[src/rtl/xswitch_dest_rx.sv]
// xswitch_dest_rx: destination-side receive stage for one xswitch output port.
// Pulls packets from the switch core with single-cycle rd_en strobes and
// captures the address/data returned one cycle later into a small FIFO. The
// FIFO head is presented to the consumer over a valid/ready interface.
// Optional feature: define XSWITCH_RX_ADDR_CHECK_EN to drop packets whose
// address differs from MY_ADDR. Dropped packets are counted in err_cnt.
module xswitch_dest_rx #(
  parameter int                ADDR_W  = 8,
  parameter int                DATA_W  = 8,
  parameter int                DEPTH   = 4,
  parameter logic [ADDR_W-1:0] MY_ADDR = '0
) (
  input  logic                       clk,
  input  logic                       reset,
  input  logic                       data_rdy,
  input  logic [ADDR_W-1:0]          addr_out,
  input  logic [DATA_W-1:0]          data_out,
  output logic                       rd_en,
  output logic                       out_valid,
  input  logic                       out_ready,
  output logic [ADDR_W-1:0]          out_addr,
  output logic [DATA_W-1:0]          out_data,
  output logic [$clog2(DEPTH):0]     occupancy,
  output logic [15:0]                pkt_cnt,
  output logic [15:0]                err_cnt
);

  localparam int PW = $clog2(DEPTH);

`ifdef XSWITCH_RX_ADDR_CHECK_EN
  localparam bit ADDR_CHECK = 1'b1;
`else
  localparam bit ADDR_CHECK = 1'b0;
`endif

  typedef enum logic {
    IDLE = 1'b0,
    CAPT = 1'b1
  } state_e;

  state_e            state_q, state_d;
  logic [PW:0]       wr_ptr_q, rd_ptr_q;
  logic [ADDR_W-1:0] addr_mem [DEPTH];
  logic [DATA_W-1:0] data_mem [DEPTH];
  logic [ADDR_W-1:0] last_addr_q;
  logic [DATA_W-1:0] last_data_q;
  logic [15:0]       pkt_cnt_q, err_cnt_q;

  logic empty, full, pop, capture, push, drop;
  logic [ADDR_W-1:0] head_addr;
  logic [DATA_W-1:0] head_data;

  // FIFO status from wrap-bit pointers.
  assign empty = (wr_ptr_q == rd_ptr_q);
  assign full  = (wr_ptr_q[PW] != rd_ptr_q[PW]) &&
                 (wr_ptr_q[PW-1:0] == rd_ptr_q[PW-1:0]);

  // A pop is ignored while empty and while reset is asserted.
  assign pop = !reset && !empty && out_ready;

  assign head_addr = addr_mem[rd_ptr_q[PW-1:0]];
  assign head_data = data_mem[rd_ptr_q[PW-1:0]];

  // Misaddressed captures are discarded only when address checking is built in;
  // the slot reserved at rd_en simply goes unused.
  assign drop = ADDR_CHECK && capture && (addr_out != MY_ADDR);
  assign push = capture && !drop;

  // FSM state register.
  always_ff @(posedge clk) begin
    if (reset) state_q <= IDLE;
    else       state_q <= state_d;
  end

  // Next-state and strobe logic. No pending reservation can exist in IDLE, so
  // space means "not full", or full with a pop freeing a slot this cycle.
  always_comb begin
    state_d = state_q;
    rd_en   = 1'b0;
    capture = 1'b0;
    case (state_q)
      IDLE: begin
        if (!reset && data_rdy && (!full || pop)) begin
          rd_en   = 1'b1;
          state_d = CAPT;
        end
      end
      CAPT: begin
        capture = !reset;
        state_d = IDLE;
      end
      default: state_d = IDLE;
    endcase
  end

  // FIFO storage: write-only array, no reset, so it maps to plain RAM.
  always_ff @(posedge clk) begin
    if (push) begin
      addr_mem[wr_ptr_q[PW-1:0]] <= addr_out;
      data_mem[wr_ptr_q[PW-1:0]] <= data_out;
    end
  end

  // Pointers, last-presented head value and saturating counters.
  always_ff @(posedge clk) begin
    if (reset) begin
      wr_ptr_q    <= '0;
      rd_ptr_q    <= '0;
      last_addr_q <= '0;
      last_data_q <= '0;
      pkt_cnt_q   <= '0;
      err_cnt_q   <= '0;
    end else begin
      if (push) begin
        wr_ptr_q <= wr_ptr_q + (PW+1)'(1);
        if (pkt_cnt_q != 16'hFFFF) pkt_cnt_q <= pkt_cnt_q + 16'd1;
      end
      if (drop && (err_cnt_q != 16'hFFFF)) err_cnt_q <= err_cnt_q + 16'd1;
      if (pop) begin
        rd_ptr_q    <= rd_ptr_q + (PW+1)'(1);
        last_addr_q <= head_addr;
        last_data_q <= head_data;
      end
    end
  end

  // When empty the outputs keep showing the last entry handed to the consumer.
  assign out_valid = !empty;
  assign out_addr  = empty ? last_addr_q : head_addr;
  assign out_data  = empty ? last_data_q : head_data;
  assign occupancy = wr_ptr_q - rd_ptr_q;
  assign pkt_cnt   = pkt_cnt_q;
  assign err_cnt   = ADDR_CHECK ? err_cnt_q : 16'h0000;

endmodule

[config.mk]
export PLATFORM = sky130hd
export DESIGN_NAME = xswitch_dest_rx
export DESIGN_NICKNAME = d
export VERILOG_FILES = /design/src/rtl/xswitch_dest_rx.sv
export SDC_FILE = /design/constraint.sdc
export NUM_CORES = 1
export LEC_CHECK = 0
export ABC_AREA = 0
export CAP_MARGIN = 15
export CORE_MARGIN = 2
export CORE_UTILIZATION = 50
export DETAILED_ROUTE_END_ITERATION = 8
export PLACE_DENSITY = 0.75
export SYNTH_ARGS = -nofsm -noshare
export SYNTH_HDL_FRONTEND = slang
export SYNTH_SLANG_ARGS = --single-unit
[constraint.sdc]
create_clock -name clk -period 2.2 [get_ports clk]
set_input_delay 0.33 -clock clk [delete_from_list [all_inputs] [get_ports clk]]
set_output_delay 0.33 -clock clk [all_outputs]
set_load 0.01 [all_outputs]
==> flow_summary_export.csv <==
group,metric,value,unit
critical_path,cp.required,1.87,ns
pwr,powerDensity,789,nW/um^2
synthesis,synth_top_family_by_area,"multiplexers",
synthesis,synth_fa_ha_area_share,2.64,%
synthesis,yosys.area_share.simple,10.6,%
sta,tightest_slew,0.489,ns
sta,final.setup_skew,0.0142,ns
drt,drc,0,
cts,clk_latency,0.36,ns
global_routing,grt_max_degree,19,
sta,drv_slew,0,
floorplan,initial_utilization,52.0,%
synthesis,synth_edf_count,64,
synthesis,synth.largest_area_cell,"edfxtp_1",
final_layout,final_nets,446,
global_routing,grt_util_all_layers,19.3,%
pwr,clock_power_share,25.3,%
drt,drt-total-wl,9.28,mm
synthesis,synth_area_leaders,"edfxtp_1 (42%), dfxtp_1 (18%), mux4_2 (7.9%), mux2i_1 (4.4%), mux2_2 (4.2%)",
synthesis,synth_seq_cells,105,
critical_path,path_class,"reg -> out",
sta,setup_slack,-0.0795,ns
critical_path,end_kind,"output pin",
synthesis,avgSynthCellArea,14.2,sq um
outcome,violations,"setup timing",
drt,drt_iter0_markers,84,
synthesis,synth_top_cell_area_share,42.2,%
synthesis,yosys_warnings,0,
sta,fin_crit,2.28,ns
synthesis,synth-xor-area-share,1.35,%
drt,vias,2882,
pwr,vdd_ir_drop_max,0.492,mV
sta,holdWs,0.506,ns
sta,setup_viol,14,
final_layout,antenna_cells,0,
final_layout,fin_util,67.6,%
final_layout,final_cell_mix,"edfxtp_1 (64), dfxtp_1 (37), clkdlybuf4s50_1 (36), nor2_1 (31), buf_6 (27)",
synthesis,ys_types,47,
outcome,status,"complete, but fails checks",
sta,fmax,439,MHz
final_layout,register_area,2750,sq um
critical_path,worstPathMaxFanout,5,
cts,h-tree-depth,3,
floorplan,io_pins,73,
global_routing,grt_pass1_wl,14.6,mm
placed_design,port_buffers,56,
sta,post-route-period-util,104,%
synthesis,seq_area_frac_synth,60.2,%
synthesis,synth_compound_area_share,3.57,%
drt,ant_nets,0,
floorplan,core_area,8760,sq um
final_layout,fill_cells,604,
drt,post_drt_wl_per_cell,17.5,um
sta,timing.slew.headroom,67.2,%
cts,cts_root_buffer,"clkbuf_8",
hold_path,hold_class,"reg -> reg",
floorplan,fp.dieH,99.4,um
final_layout,drive_gt1_share,31.5,%
pwr,p_comb_share,28.0,%
drt,vias_per_cell,5.44,
synthesis,synthesis.instances,321,
cts,numCtsBuffers,9,
critical_path,cp-start-kind,"register",
placed_design,dpl_worst_slack,-0.0200,ns
global_routing,overflow,0,
placed_design,place_inst,498,
synthesis,synth_area,4550,sq um
drt,dr.pass1.iters,6,
cts,clock_path_buffers,2,
floorplan,die_w,99.4,um
pwr,p_switching,1.20,mW
sta,rsz0062_at_grt,"yes",
synthesis,synth_mux_area_share,16.8,%
synthesis,synthArstFlopShare,0,%
pwr,pwr-share-seq,46.7,%
final_layout,finalNonFillerCells,530,
cts,cts_tree,"built",
pwr,p_leak,2.34,nW
critical_path,cp.arrival,1.95,ns
global_routing,first_global_vias,2874,
pwr,swShare,25.8,%
final_layout,multi_input_area,1770,sq um
cts,clk_pin_slew_worst_paths,0.09,ns
cts,cts_num_sinks,105,
placed_design,place.gp.congestion,0.800,
cts,cts_hold_buf,0,
final_layout,final_common_cell,"edfxtp_1",
global_routing,antenna_found_initial,0,
placed_design,dp.final_hpwl,5.81,mm
floorplan,rows,34,
floorplan,die_area,9890,sq um
job,max_cap_violations,0,
pwr,p_int,3.47,mW
sta,finalHoldViolCount,0,
final_layout,areaGrowthSynthToFinish,30.1,%
synthesis,ys.flop_type,"edfxtp_1",
through the flow:
| stage | power [mW] | setup TNS [ns] | instance area, sq um |
|---|---|---|---|
| 6_report | 4.68 | -0.625 | 5920 |
| 3_5_place_dp | 3.15 | -0.124 | 5380 |
| 5_1_grt | 4.85 | -1.47 | 5920 |
| 2_1_floorplan | 2.75 | 0 | 4610 |
| 4_1_cts | 4.62 | -1.11 | 5850 |
| 3_3_place_gp | 3.13 | 0 | 5380 |
flip-flops by register name (all words and copies together) (netlist names), named ones only:
signal and cells:
pkt_cnt 16, last_data_q 8, rd_ptr_q 3, last_addr_q 8
data_mem 32, state_q 1, wr_ptr_q 3, addr_mem 32
synthesized netlist by cell type, types with 2 or more instances:
library cell  count
o21ai_0           6
edfxtp_1         64
mux2i_1          20
dfxtp_1          41
nor2_1           31
xnor2_1           4
nor4b_1           3
buf_4            18
buf_2             4
o31ai_1           2
or4_1             3
nand3_1           8
and2_1            4
nor3_1            5
inv_1             8
or3_1             2
nand4_2           3
clkbuf_1          7
mux2_2           17
nand2_1           8
ha_1              8
mux4_2           16
nor2b_1           3
or3_2             2
xor2_1            3
a21oi_1           9
o211a_1           2
cells by family (layout without fill, tap and decap cells):
group                      Yosys count  in the layout
AOI/OAI and AO/OA                   25             25
xor gates and xnor gates             7              7
adders and majority gates            9              9
buffers and inverters               37            123
DFF                                105            105
muxes                               54             54
other                                1             16
and+or+nand+nor                     83             83
cell type report:
class / count / area share (%)
Clock buffer: 11 / 2.22
Clock inverter: 5 / 1.08
Inverter: 8 / 0.507
Multi-Input combinational cell: 194 / 29.8
Sequential cell: 105 / 46.4
Tap cell: 108 / 2.28
Timing Repair Buffer: 99 / 17.7
worst max-delay path: stages (launching register included):
cell	delay, ns
dfxtp_2	0.34
inv_2	0.05
ha_4	0.27
nand2_4	0.05
nor2_4	0.10
buf_6	0.13
buf_6	0.13
buf_6	0.10
mux2_4	0.29
buf_6	0.13
per-layer routing:
| metal | wire length [um] | vias up | global-route usage, % | part of all wire (%) |
|---|---|---|---|---|
| met5 | 0 | - | 0 | 0 |
| met4 | 121 | 0 | 6.11 | 1.3 |
| met3 | 326 | 11 | 4.64 | 3.5 |
| met2 | 4650 | 67 | 32.1 | 50 |
| met1 | 4180 | 1443 | 25.3 | 45 |
| li1 | - | 1361 | - | - |
final timing paths:
path              slack, ns              to           start  cells past startpoint
setup reg to reg       0.31      pkt_cnt[3]         state_q                      4
setup / recovery      -0.08     out_addr[5]     wr_ptr_q[0]                      9
hold reg to reg        0.51  last_data_q[3]  last_data_q[3]                      2
hold / removal         0.51  last_data_q[3]  last_data_q[3]                      2
timing repair:
item | 4_1_cts | 5_1_grt
gates cloned | 2 | 0
buffers inserted | 13 | 3
endpoints found under the setup margin | 20 | 19
resized for setup | 112 | 22
pin swaps | 2 | 4
power groups by stage:
stage               Clock (mW)  Combinational [mW]  Sequential, mW
detailed placement           0               0.929            2.22
CTS                       1.21                1.23            2.18
floorplan                    0               0.536            2.21
global route              1.28                1.38            2.19
global placement             0               0.915            2.22
finish                    1.18                1.31            2.18
Power figures use the tool's default switching activity.
